`config.mk`:
```
export PLATFORM = sky130hd
export DESIGN_NAME = cmd_issuer
export DESIGN_NICKNAME = d
export VERILOG_FILES = /design/src/rtl/cmd_issuer.sv
export SDC_FILE = /design/constraint.sdc
export NUM_CORES = 1
export LEC_CHECK = 0
export CORE_MARGIN = 2
export CORE_UTILIZATION = 45
export DETAILED_ROUTE_END_ITERATION = 8
export MAX_ROUTING_LAYER = met4
export PLACE_DENSITY_LB_ADDON = 0.08
export SYNTH_ARGS = -nofsm -noshare
export SYNTH_HDL_FRONTEND = slang
export SYNTH_SLANG_ARGS = --single-unit
```
`constraint.sdc`:
```
create_clock -name clk -period 3.2 [get_ports clk]
set_input_delay 0.96 -clock clk [delete_from_list [all_inputs] [get_ports clk]]
set_output_delay 0.96 -clock clk [all_outputs]
set_load 0.02 [all_outputs]
```
`src/rtl/cmd_issuer.sv`:
```
`default_nettype none
// ============================================================================
// Module   : cmd_issuer
// Purpose  : Queues abstract command requests, encodes each into an
//            {opcode, id} pair and issues it (repeat + 1) times over a
//            valid/ready handshake toward the command decoder. Saturating
//            counters report issued beats and dropped reserved requests.
// Revision : 1.0 - initial release
// ----------------------------------------------------------------------------
// Ports
//   clk           in   1      rising-edge clock
//   rst_n         in   1      asynchronous active-low reset
//   in_valid      in   1      request valid
//   in_ready      out  1      request accepted on in_valid & in_ready
//   in_kind       in   2      command kind (3 = reserved, dropped)
//   in_repeat     in   3      command issued in_repeat + 1 times
//   out_valid     out  1      command valid toward decoder
//   out_ready     in   1      decoder accepts on out_valid & out_ready
//   out_opcode    out  1      encoded opcode
//   out_id        out  1      encoded id
//   busy          out  1      FIFO non-empty or issue FSM active
//   issued_count  out  CNT_W  saturating count of accepted output beats
//   drop_count    out  CNT_W  saturating count of reserved-kind requests
// ============================================================================
module cmd_issuer #(
  parameter int DEPTH = 4,
  parameter int CNT_W = 8
) (
  input  logic             clk,
  input  logic             rst_n,
  input  logic             in_valid,
  output logic             in_ready,
  input  logic [1:0]       in_kind,
  input  logic [2:0]       in_repeat,
  output logic             out_valid,
  input  logic             out_ready,
  output logic             out_opcode,
  output logic             out_id,
  output logic             busy,
  output logic [CNT_W-1:0] issued_count,
  output logic [CNT_W-1:0] drop_count
);

  localparam int            AW         = $clog2(DEPTH);
  localparam logic [AW:0]   FULL_LEVEL = (AW + 1)'(DEPTH);
  localparam logic [1:0]    KIND_RSVD  = 2'd3;

  typedef enum logic [0:0] {
    IDLE = 1'b0,
    SEND = 1'b1
  } state_t;

  state_t          state;
  state_t          state_next;

  // Each entry holds {kind, repeat}.
  logic [4:0]      mem [DEPTH];
  logic [AW-1:0]   wr_ptr;
  logic [AW-1:0]   rd_ptr;
  logic [AW:0]     level;
  logic [2:0]      remaining;

  logic            empty;
  logic            full;
  logic            accept;
  logic            push;
  logic            drop;
  logic            pop;
  logic            rem_dec;
  logic            beat;
  logic [1:0]      head_kind;
  logic [2:0]      head_rep;

  assign empty     = (level == '0);
  assign full      = (level == FULL_LEVEL);
  // No bypass: a full FIFO refuses even when a pop happens this cycle, which
  // also keeps out_ready off the in_ready path.
  assign in_ready  = !full;
  assign accept    = in_valid & in_ready;
  assign push      = accept & (in_kind != KIND_RSVD);
  assign drop      = accept & (in_kind == KIND_RSVD);
  assign beat      = out_valid & out_ready;
  assign busy      = !empty | (state != IDLE);
  assign head_kind = mem[rd_ptr][4:3];
  assign head_rep  = mem[rd_ptr][2:0];

  // --------------------------------------------------------------------------
  // Issue FSM
  // --------------------------------------------------------------------------
  always_ff @(posedge clk or negedge rst_n) begin
    if (!rst_n) begin
      state <= IDLE;
    end else begin
      state <= state_next;
    end
  end

  always_comb begin
    state_next = state;
    out_valid  = 1'b0;
    pop        = 1'b0;
    rem_dec    = 1'b0;
    case (state)
      IDLE: begin
        if (!empty) begin
          pop        = 1'b1;
          state_next = SEND;
        end
      end
      SEND: begin
        out_valid = 1'b1;
        if (out_ready) begin
          if (remaining != 3'd0) begin
            rem_dec = 1'b1;
          end else if (!empty) begin
            // Back-to-back: load the next entry while the last beat retires.
            pop = 1'b1;
          end else begin
            state_next = IDLE;
          end
        end
      end
      default: state_next = IDLE;
    endcase
  end

  // --------------------------------------------------------------------------
  // Request FIFO
  // --------------------------------------------------------------------------
  always_ff @(posedge clk) begin
    if (push) begin
      mem[wr_ptr] <= {in_kind, in_repeat};
    end
  end

  always_ff @(posedge clk or negedge rst_n) begin
    if (!rst_n) begin
      wr_ptr <= '0;
      rd_ptr <= '0;
      level  <= '0;
    end else begin
      if (push) begin
        wr_ptr <= wr_ptr + 1'b1;
      end
      if (pop) begin
        rd_ptr <= rd_ptr + 1'b1;
      end
      case ({push, pop})
        2'b10:   level <= level + 1'b1;
        2'b01:   level <= level - 1'b1;
        default: level <= level;
      endcase
    end
  end

  // --------------------------------------------------------------------------
  // Output command registers: loaded only at pop, so they stay frozen while
  // a beat is stalled by out_ready.
  // --------------------------------------------------------------------------
  always_ff @(posedge clk or negedge rst_n) begin
    if (!rst_n) begin
      out_opcode <= 1'b0;
      out_id     <= 1'b0;
      remaining  <= 3'd0;
    end else if (pop) begin
      out_opcode <= (head_kind == 2'd2);
      out_id     <= (head_kind == 2'd1);
      remaining  <= head_rep;
    end else if (rem_dec) begin
      remaining  <= remaining - 3'd1;
    end
  end

  // --------------------------------------------------------------------------
  // Saturating statistics counters
  // --------------------------------------------------------------------------
  always_ff @(posedge clk or negedge rst_n) begin
    if (!rst_n) begin
      issued_count <= '0;
      drop_count   <= '0;
    end else begin
      if (beat && (issued_count != '1)) begin
        issued_count <= issued_count + 1'b1;
      end
      if (drop && (drop_count != '1)) begin
        drop_count <= drop_count + 1'b1;
      end
    end
  end

endmodule
`default_nettype wire

```
==> results of run 1 <==
-- sequential cells by signal (all words and copies together) (netlist names) --
name / cells
wr_ptr: 2
mem: 20
rd_ptr: 2
issued_count: 8
remaining: 3
out_opcode: 1
drop_count: 8
state: 1
out_id: 1
level: 3
-- placed cells by master (no fill, tap or decap), types with 2 or more instances in the layout --
cell type and count:
sky130_fd_sc_hd__a21oi_1 3, sky130_fd_sc_hd__and2_2 4, sky130_fd_sc_hd__and3_1 4, sky130_fd_sc_hd__buf_4 2, sky130_fd_sc_hd__bufinv_16 2, sky130_fd_sc_hd__clkbuf_8 5
sky130_fd_sc_hd__clkdlybuf4s50_1 29, sky130_fd_sc_hd__dfrtp_1 29, sky130_fd_sc_hd__edfxtp_1 20, sky130_fd_sc_hd__ha_1 9, sky130_fd_sc_hd__inv_1 12, sky130_fd_sc_hd__mux2_4 2
sky130_fd_sc_hd__mux4_2 5, sky130_fd_sc_hd__nand2_1 12, sky130_fd_sc_hd__nand2b_1 2, sky130_fd_sc_hd__nand3_1 5, sky130_fd_sc_hd__nand3b_1 2, sky130_fd_sc_hd__nand4_1 4
sky130_fd_sc_hd__nor2_1 4, sky130_fd_sc_hd__nor3_1 4, sky130_fd_sc_hd__o21ai_0 3, sky130_fd_sc_hd__xnor2_1 12, sky130_fd_sc_hd__xor2_1 10
-- stage by stage --
| stage | worst slack [ns] | util, % | instances | power, W | hold slack [ns] |
|---|---|---|---|---|---|
| after floorplan | 0.643 | - | 161 | 0.00161 | 0.457 |
| after global placement | 0.312 | 54.7 | 256 | 0.00190 | 0.480 |
| after detailed placement | 0.262 | 54.7 | 256 | 0.00193 | 0.483 |
| after CTS | 0.504 | 57.5 | 264 | 0.00245 | 0.500 |
| after global routing | 0.453 | 57.5 | 264 | 0.00259 | 0.526 |
| final | 0.532 | 57.5 | 264 | 0.00242 | 0.494 |
-- worst max-delay path, delay by kind of cell, from the launching register on --
| family | cells | cell delay, ns |
|---|---|---|
| buffers and inverters | 1 | 0.56 |
| AND/OR/NAND/NOR | 1 | 0.44 |
| flip-flops | 1 | 0.42 |
-- logic make-up (layout without fill, tap and decap cells) --
group / Yosys count / after routing
AOI/OAI and AO/OA: 12 / 12
and+or+nand+nor: 44 / 44
buffers and inverters: 15 / 51
adders and majority gates: 10 / 10
muxes: 9 / 9
xor gates and xnor gates: 22 / 22
DFF: 49 / 49
-- final cells by class --
class / instances / area [sq um]
flip-flops and latches: 49 / 1330
clock buffers: 5 / 68.8
multi-input cells: 97 / 841
well taps: 67 / 83.8
clock inverters: 3 / 65.1
inverters: 12 / 45.0
fillers: 402 / 2020
repair buffers: 31 / 305
-- routing by layer --
layer / GRT usage [%] / wire (microns) / vias up
met2: 21.3 / 1610 / 26
met3: 4.47 / 126 / 2
met5: - / 0 / -
met1: 21.0 / 1770 / 628
met4: 4.17 / 17 / 0
li1: - / - / 635
-- report_power, final --
| part | total [W] | switching, W | internal, W |
|---|---|---|---|
| Clock | 0.000512 | 0.000201 | 0.000310 |
| Sequential | 0.00103 | 0.000184 | 0.000849 |
| Combinational | 0.000874 | 0.000416 | 0.000458 |
| Total | 0.00242 | 0.000801 | 0.00162 |
-- how the worst min path moves through the flow --
stage                          to  slack [ns]
floorplan                level[2]        0.46
global placement         level[2]        0.48
detailed placement  drop_count[7]        0.48
CTS                 drop_count[7]        0.50
global route        drop_count[7]        0.53
finish              drop_count[7]        0.49
==> impl_metrics.csv, run 1 <==
group,metric,value,unit
drt,finalWirelength,3.53,mm
drt,drt.antenna.violating_nets,0,
clock_tree,cts_resized,0,
clock_tree,clock-sinks,49,
timing,clock-skew-final,0.00290,ns
logic_synthesis,synth-seq-cells,49,
logic_synthesis,syn-num-nets,180,
clock_tree,clockBufferDepth,2,
worst_setup_path,cpMaxStageDelayCell,"sky130_fd_sc_hd__clkdlybuf4s50_1",
clock_tree,cts.reportedPaths.clkPinSlew,0.09,ns
worst_setup_path,start_kind,"flop",
worst_setup_path,cp-endpoint,"in_ready",
worst_setup_path,timing.rr.start,"level[0]",
global_routing,grt_pass1_vias,1255,
worst_setup_path,critical_path_cell_by_cell,"or3b_4 > clkdlybuf4s50_1",
logic_synthesis,synth_compound_gate_area_share,4.94,%
power,irDropWorstVdd,430,uV
floorplanning,die-area,0.00553,sq mm
worst_setup_path,rr_worst_depth,10,
logic_synthesis,synthXorXnorAreaFrac,8.65,%
place,gpl.final_weighted_congestion,0.778,
global_routing,grt_first_pass_wirelength,5.93,mm
drt,wire_per_inst,13.4,microns
logic_synthesis,synth.area.top_cells,"sky130_fd_sc_hd__dfrtp_1 (33%), sky130_fd_sc_hd__edfxtp_1 (27%), sky130_fd_sc_hd__ha_1 (5.1%), sky130_fd_sc_hd__mux4_2 (5.1%), sky130_fd_sc_hd__xnor2_1 (4.7%)",
logic_synthesis,postSynth.asyncResetShare,59.2,%
logic_synthesis,synth.most_common_cell,"sky130_fd_sc_hd__dfrtp_1",
global_routing,overflow,0,
power,cellLeakagePower,1.15,nW
clock_tree,postCtsSetupBuffers,0,
drt,drt-vias-per-instance,4.89,
job,drv.max_cap_violation_count,0,
cells_and_area,antenna-diode-count,0,
cells_and_area,finalInstanceArea,0.00274,sq mm
timing,timing.setup.tns,0,ns
floorplanning,die_y,74.4,microns
timing,number_of_hold_violations_in_the_final_report,0,
global_routing,grt.total_usage,15.0,%
worst_setup_path,worst_ep_required_time,2.24,ns
logic_synthesis,yosysTopAreaCellShare,32.6,%
clock_tree,ctsHoldBuffers,0,
global_routing,grt_start_max_net_pins,30,
place,dpl-instance-area,0.00260,sq mm
drt,routed-via-count,1291,
timing,grt_setup_unrepaired,"no",
floorplanning,fp.dieW,74.4,microns
logic_synthesis,ys_top_cells_by_count,"sky130_fd_sc_hd__dfrtp_1 (29), sky130_fd_sc_hd__edfxtp_1 (20), sky130_fd_sc_hd__inv_1 (12), sky130_fd_sc_hd__nand2_1 (12), sky130_fd_sc_hd__xnor2_1 (12)",
logic_synthesis,synth_simple_gate_area_share,10.8,%
logic_synthesis,synth_flop_cell,"sky130_fd_sc_hd__dfrtp_1",
hold_path,hold_path_class,"reg2reg",
place,portBuffers,29,
worst_setup_path,cp_max_fo,4,
floorplanning,initial_util,46.9,%
logic_synthesis,ys_warn_count,0,
cells_and_area,synthToLayoutAreaGrowth,22.7,%
logic_synthesis,yosys.area.top_type,"sky130_fd_sc_hd__dfrtp_1",
drt,dr.pass1.iters,4,
timing,slew_viol_final,0,
worst_setup_path,rrSetupSlack,1.00,ns
worst_setup_path,critical_path_arrival,1.71,ns
logic_synthesis,synth_top_family_by_area,"simple AND/OR/NAND/NOR gates",
worst_setup_path,type_of_destination_of_the_critical_path,"output port",
worst_setup_path,critPathKind,"reg2out",
drt,drc_violations_left,0,
logic_synthesis,synth_seq_area_share,59.5,%
power,power_density,885,mW/mm^2
worst_setup_path,rr_endpoint,"level[2]",
global_routing,antenna_found_initial,0,
clock_tree,cts_h_tree_depth,2,
worst_setup_path,timing.critical_path.slowest_cell_delay,0.56,ns
hold_path,holdPathStages,1,
timing,worstMarginPinSlew,0.386,ns
logic_synthesis,syn-instance-count,161,
logic_synthesis,post_synth.cell_area_avg,13.8,sq um
timing,max_slew_margin,74.2,%
worst_setup_path,setup.worst_path.start,"level[0]",
logic_synthesis,synth.distinct_cells,34,
hold_path,hp-start,"drop_count[7]",
status,status,"complete, no violations",
floorplanning,rows,25,
logic_synthesis,synth_fa_ha_area_share,5.95,%
place,detailed_place_hpwl,2.58,mm
clock_tree,clk_latency,0.29,ns
logic_synthesis,syn_area,0.00223,sq mm
timing,max_clock_freq,0.375,GHz
cells_and_area,design.final.nets,215,
clock_tree,cts.root.buffer_cell,"sky130_fd_sc_hd__clkbuf_8",
logic_synthesis,synth_mux_area_share,7.36,%
drt,first_iter_violations,73,
timing,final.period_utilization,83.4,%
logic_synthesis,synth_enable_flop_cells,20,
floorplanning,core,0.00475,sq mm
clock_tree,cts_inserted_buffers,5,
clock_tree,tritoncts,"built",
timing,setup_viol,0,
timing,final_period_minus_worst_setup_slack,2.67,ns
cells_and_area,drive_above_1_share,13.7,%
floorplanning,design.portCount,30,
No activity file was read; power rests on OpenSTA's default activity.
==> run 2: changes to the inputs <==
==> constraint.sdc (replaced) <==
create_clock -name clk -period 2.7 [get_ports clk]
set_input_delay 0.81 -clock clk [delete_from_list [all_inputs] [get_ports clk]]
set_output_delay 0.81 -clock clk [all_outputs]
set_load 0.02 [all_outputs]
==> impl_metrics.csv, run 2 (synthesized netlist as in run 1, its figures left out) <==
group,metric,value,unit
clock_tree,ctsHoldBuffers,0,
floorplanning,die_y,74.4,microns
worst_setup_path,critical_path.top_delay_family,"buffers and inverters",
worst_setup_path,timing.rr.start,"level[0]",
timing,clock-skew-final,0.00764,ns
cells_and_area,antenna-diode-count,0,
timing,grt_setup_unrepaired,"no",
power,cellLeakagePower,1.16,nW
floorplanning,core,0.00475,sq mm
global_routing,grt.total_usage,15.6,%
drt,drt-vias-per-instance,4.85,
power,netSwitchingFraction,34.2,%
timing,final.period_utilization,93.4,%
global_routing,grt_first_pass_wirelength,6.25,mm
timing,worstMarginPinSlew,0.381,ns
floorplanning,initial_util,46.9,%
cells_and_area,synthToLayoutAreaGrowth,23.1,%
hold_path,hold_path_class,"reg2reg",
timing,slew_viol_final,0,
worst_setup_path,rrSetupSlack,0.53,ns
timing,final_period_minus_worst_setup_slack,2.52,ns
global_routing,grt_start_max_net_pins,30,
floorplanning,die-area,0.00553,sq mm
power,cellInternalPower,0.00184,W
worst_setup_path,start_kind,"flop",
worst_setup_path,rr_endpoint,"level[2]",
power,seq_power_share,43.9,%
timing,max_slew_margin,74.4,%
clock_tree,postCtsSetupBuffers,0,
worst_setup_path,cpMaxStageDelayCell,"sky130_fd_sc_hd__clkdlybuf4s50_1",
power,report.power.total,0.00279,W
clock_tree,cts_h_tree_depth,2,
drt,dr.pass1.iters,4,
cells_and_area,drive_above_1_share,14.9,%
timing,setup_viol,0,
worst_setup_path,type_of_destination_of_the_critical_path,"output port",
cells_and_area,fillerInstances,384,
clock_tree,cts.reportedPaths.clkPinSlew,0.09,ns
place,detailed_place_hpwl,2.70,mm
hold_path,hp-start,"drop_count[7]",
worst_setup_path,timing.critical_path.slowest_cell_delay,0.56,ns
cells_and_area,leading_registers_by_flop_count,"mem (20), drop_count (8), issued_count (8)",
clock_tree,clk_latency,0.30,ns
cells_and_area,layout.area.seq,0.00133,sq mm
job,drv.max_cap_violation_count,0,
clock_tree,cts_resized,0,
drt,routed-via-count,1300,
drt,first_iter_violations,34,
timing,max_clock_freq,0.396,GHz
floorplanning,design.portCount,30,
power,irDropWorstVdd,445,uV
global_routing,overflow,0,
clock_tree,tritoncts,"built",
cells_and_area,multiInputGateArea,841,sq um
hold_path,min_to,"drop_count[7]",
floorplanning,rows,25,
timing,number_of_hold_violations_in_the_final_report,0,
status,status,"complete, no violations",
worst_setup_path,rr_worst_depth,10,
worst_setup_path,path_buf_inv,1,
clock_tree,cts.root.buffer_cell,"sky130_fd_sc_hd__clkbuf_8",
worst_setup_path,critical_path_cell_by_cell,"or3b_4 > clkdlybuf4s50_1",
power,share_comb_of_total_power,37.5,%
global_routing,grt_pass1_vias,1371,
cells_and_area,mostFrequentLayoutCells,"sky130_fd_sc_hd__dfrtp_1 (29), sky130_fd_sc_hd__clkdlybuf4s50_1 (29), sky130_fd_sc_hd__edfxtp_1 (20)",
place,portBuffers,29,
worst_setup_path,cp_max_fo,4,
power,power_density,1020,mW/mm^2
drt,finalWirelength,3.65,mm
power,clkPwrFrac,18.6,%
cells_and_area,design.final.nets,219,
floorplanning,fp.dieW,74.4,microns
cells_and_area,layout.core_utilization,57.7,%
global_routing,antenna_found_initial,0,
worst_setup_path,critical_path_arrival,1.71,ns
place,place_worst_setup_slack,-0.0947,ns
drt,drc_violations_left,0,
cells_and_area,max_flop_register,"mem",
clock_tree,clock-sinks,49,
worst_setup_path,worst_ep_required_time,1.89,ns
drt,drt.antenna.violating_nets,0,
timing,final.setup.worst_slack,0.177,ns
power,netSwitchingPower,0.000955,W
place,gpl.final_weighted_congestion,0.724,
drt,wire_per_inst,13.6,microns
hold_path,holdPathStages,1,
clock_tree,clockBufferDepth,2,
cells_and_area,largest_register_ffs,20,
worst_setup_path,critPathKind,"reg2out",
clock_tree,cts_inserted_buffers,5,
==> run 2: cell count changes in the layout (fill, tap and decap cells not counted) <==
cell                        delta
sky130_fd_sc_hd__bufinv_16     -1
sky130_fd_sc_hd__clkinv_2      -1
sky130_fd_sc_hd__buf_4         +4
sky130_fd_sc_hd__clkbuf_1      +1
sky130_fd_sc_hd__inv_6         +1
==> run 2: routing by layer <==
metal / up-vias / routed length [microns] / global-route usage, %
met3: 6 / 167 / 4.34
met2: 32 / 1780 / 23.2
met5: - / 0 / -
met4: 0 / 53 / 5.75
met1: 624 / 1650 / 20.4
li1: 638 / - / -
==> run 2: cell type report <==
cell class	instances	area share [%]
Sequential cell	49	48.4
Tap cell	67	3.06
Timing Repair Buffer	35	12.2
Inverter	12	1.64
Clock inverter	2	1.41
Clock buffer	6	2.65
Multi-Input combinational cell	97	30.7
==> run 2: how the worst max path moves through the flow <==
stage                          from  endpoint  slack (ns)  cells past startpoint
after global routing      out_ready  level[2]        0.04                      9
after detailed placement  out_ready  level[2]       -0.09                      9
after floorplan           out_ready  level[2]        0.29                      9
after global placement    out_ready  level[2]       -0.02                      9
final                      level[0]  in_ready        0.18                      2
after CTS                  level[2]      busy        0.15                      3
==> run 2: power groups by stage <==
| stage | clock network (W) | registers, W | logic, W |
|---|---|---|---|
| finish | 0.000520 | 0.00123 | 0.00105 |
| global route | 0.000572 | 0.00127 | 0.00116 |
| CTS | 0.000535 | 0.00123 | 0.00107 |
| detailed placement | 0 | 0.00125 | 0.00106 |
| global placement | 0 | 0.00123 | 0.00102 |
| floorplan | 0 | 0.00129 | 0.000626 |
==> run 2: metrics by stage <==
stage | cell area (sq um) | hold slack [ns] | setup TNS (ns) | std cells
detailed placement | 2630 | 0.482 | -0.0947 | 260
global placement | 2630 | 0.475 | -0.0192 | 260
floorplan | 2230 | 0.457 | 0 | 161
finish | 2740 | 0.492 | 0 | 268
global route | 2740 | 0.510 | 0 | 268
CTS | 2740 | 0.498 | 0 | 268
==> run 2: worst register-to-register path, cell delays in order (launching register included) <==
cell	delay [ns]
sky130_fd_sc_hd__dfrtp_1	0.42
sky130_fd_sc_hd__or3b_4	0.44
sky130_fd_sc_hd__nand2_4	0.10
sky130_fd_sc_hd__a21oi_4	0.04
sky130_fd_sc_hd__inv_1	0.08
sky130_fd_sc_hd__ha_1	0.17
sky130_fd_sc_hd__inv_1	0.06
sky130_fd_sc_hd__fa_1	0.38
sky130_fd_sc_hd__xor2_1	0.15
sky130_fd_sc_hd__nor2_1	0.11
sky130_fd_sc_hd__xor2_1	0.16
==> run 3: changes to the inputs <==
--- a/config.mk
+++ b/config.mk
@@ -5,8 +5,10 @@
 export SDC_FILE = /design/constraint.sdc
 export NUM_CORES = 1
 export LEC_CHECK = 0
+export CELL_PAD_IN_SITES_DETAIL_PLACEMENT = 1
+export CELL_PAD_IN_SITES_GLOBAL_PLACEMENT = 1
 export CORE_MARGIN = 2
-export CORE_UTILIZATION = 45
+export CORE_UTILIZATION = 30
 export DETAILED_ROUTE_END_ITERATION = 8
 export MAX_ROUTING_LAYER = met4
 export PLACE_DENSITY_LB_ADDON = 0.08
==> impl_metrics.csv, run 3 (synthesized netlist as in run 1, its figures left out) <==
group,metric,value,unit
worst_setup_path,cp_max_fo,3,
power,cellLeakagePower,1.14,nW
power,report.power.total,0.00271,W
global_routing,grt_pass1_vias,1442,
cells_and_area,leading_registers_by_flop_count,"mem (20), drop_count (8), issued_count (8)",
floorplanning,initial_util,30.9,%
clock_tree,postCtsSetupBuffers,0,
timing,number_of_hold_violations_in_the_final_report,0,
global_routing,globalRouteMet2Util,18.4,%
worst_setup_path,worst_ep_required_time,2.92,ns
timing,final.setup.worst_slack,0.151,ns
timing,slew_viol_final,0,
floorplanning,die_y,90.2,microns
worst_setup_path,type_of_destination_of_the_critical_path,"flop",
clock_tree,tritoncts,"built",
worst_setup_path,critical_path_arrival,2.76,ns
global_routing,overflow,0,
clock_tree,cts.root.buffer_cell,"sky130_fd_sc_hd__clkbuf_8",
hold_path,hold_path_class,"reg2reg",
floorplanning,design.portCount,30,
clock_tree,cts.reportedPaths.clkPinSlew,0.09,ns
clock_tree,clock-sinks,49,
clock_tree,cts_h_tree_depth,2,
place,detailed_place_hpwl,3.22,mm
cells_and_area,design.final.nets,219,
cells_and_area,layout.area.seq,0.00133,sq mm
global_routing,grtUsageMet3,2.93,%
power,power_density,984,mW/mm^2
drt,finalWirelength,4.24,mm
timing,max_clock_freq,0.392,GHz
drt,wire_per_inst,14.1,microns
global_routing,gr-max-usage-layer,"met2",
cells_and_area,layout.core_utilization,38.2,%
timing,grt_setup_unrepaired,"no",
drt,drt-vias-per-instance,4.46,
drt,drc_violations_left,0,
job,drv.max_cap_violation_count,0,
drt,first_iter_violations,63,
clock_tree,ctsHoldBuffers,0,
cells_and_area,antenna-diode-count,0,
drt,dr.pass1.iters,4,
clock_tree,clk_latency,0.29,ns
power,irDropWorstVdd,306,uV
worst_setup_path,start_kind,"input pin",
floorplanning,fp.dieW,90.2,microns
clock_tree,clockBufferDepth,2,
cells_and_area,largest_register_ffs,20,
place,portBuffers,29,
clock_tree,cts_inserted_buffers,5,
place,gpl.final_weighted_congestion,0.707,
place,dp.cells,292,
cells_and_area,fillerInstances,793,
cells_and_area,mostFrequentLayoutCells,"sky130_fd_sc_hd__dfrtp_1 (29), sky130_fd_sc_hd__clkdlybuf4s50_1 (29), sky130_fd_sc_hd__edfxtp_1 (20)",
cells_and_area,synthToLayoutAreaGrowth,23.6,%
cells_and_area,drive_above_1_share,14.4,%
timing,worstMarginPinSlew,0.371,ns
global_routing,gr-usage-met1,14.1,%
cells_and_area,max_flop_register,"mem",
cells_and_area,layout.cells.non_filler,300,
drt,drt.antenna.violating_nets,0,
global_routing,grt_first_pass_wirelength,7.19,mm
floorplanning,core,0.00721,sq mm
status,status,"complete, no violations",
global_routing,grt_start_max_net_pins,30,
worst_setup_path,critPathKind,"in2reg",
floorplanning,die-area,0.00813,sq mm
global_routing,grt.total_usage,11.3,%
floorplanning,rows,31,
cells_and_area,multiInputGateArea,841,sq um
timing,clock-skew-final,0.00561,ns
timing,final_period_minus_worst_setup_slack,2.55,ns
drt,routed-via-count,1339,
clock_tree,cts_resized,0,
timing,max_slew_margin,75.1,%
global_routing,antenna_found_initial,0,
place,place_worst_setup_slack,-0.169,ns
timing,final.period_utilization,94.4,%
timing,setup_viol,0,
==> run 3: path summary, 6_finish.rpt <==
path | start | to | cells after the start | slack [ns]
worst max-delay path | out_ready | level[2] | 9 | 0.15
worst min-delay path | issued_count[6] | issued_count[6] | 1 | 0.50
worst max register to register | remaining[0] | level[2] | 10 | 0.48
worst min register to register | issued_count[6] | issued_count[6] | 1 | 0.50
max in group asynchronous | rst_n | drop_count[0] | 2 | 1.52
min in group asynchronous | rst_n | issued_count[4] | 2 | 0.90
==> run 3: final cells by class <==
cell class	instances	area share, %
Sequential cell	49	48.1
Multi-Input combinational cell	97	30.5
Timing Repair Buffer	35	12.2
Tap cell	99	4.50
Clock buffer	6	2.63
Inverter	12	1.63
Clock inverter	2	0.409
==> run 3: power breakdown <==
part | internal, W | leakage [nW] | total, W | switching, W
logic | 0.000555 | 0.561 | 0.00106 | 0.000508
registers | 0.00101 | 0.539 | 0.00123 | 0.000226
clock network | 0.000180 | 0.0388 | 0.000414 | 0.000234
total | 0.00174 | 1.14 | 0.00271 | 0.000969
==> run 3: routing by layer <==
layer | vias up | part of all wire [%]
li1 | 634 | -
met1 | 680 | 45
met2 | 23 | 51
met3 | 2 | 3.5
met4 | 0 | 0.71
met5 | - | 0
==> run 3: through the flow <==
stage / setup TNS, ns / hold WS [ns] / area, sq um
after floorplan: 0 / 0.457 / 2230
after global placement: -0.0295 / 0.473 / 2670
after detailed placement: -0.169 / 0.490 / 2670
after CTS: 0 / 0.507 / 2760
after global routing: 0 / 0.528 / 2760
final: 0 / 0.502 / 2760
==> run 3: worst max-delay path, stage by stage <==
cell,delay (ns)
sky130_fd_sc_hd__clkdlybuf4s50_1,0.49
sky130_fd_sc_hd__nand3b_1,0.11
sky130_fd_sc_hd__a21oi_1,0.25
sky130_fd_sc_hd__ha_1,0.23
sky130_fd_sc_hd__inv_1,0.06
sky130_fd_sc_hd__fa_1,0.37
sky130_fd_sc_hd__xor2_1,0.15
sky130_fd_sc_hd__nor2_1,0.13
sky130_fd_sc_hd__xor2_1,0.16
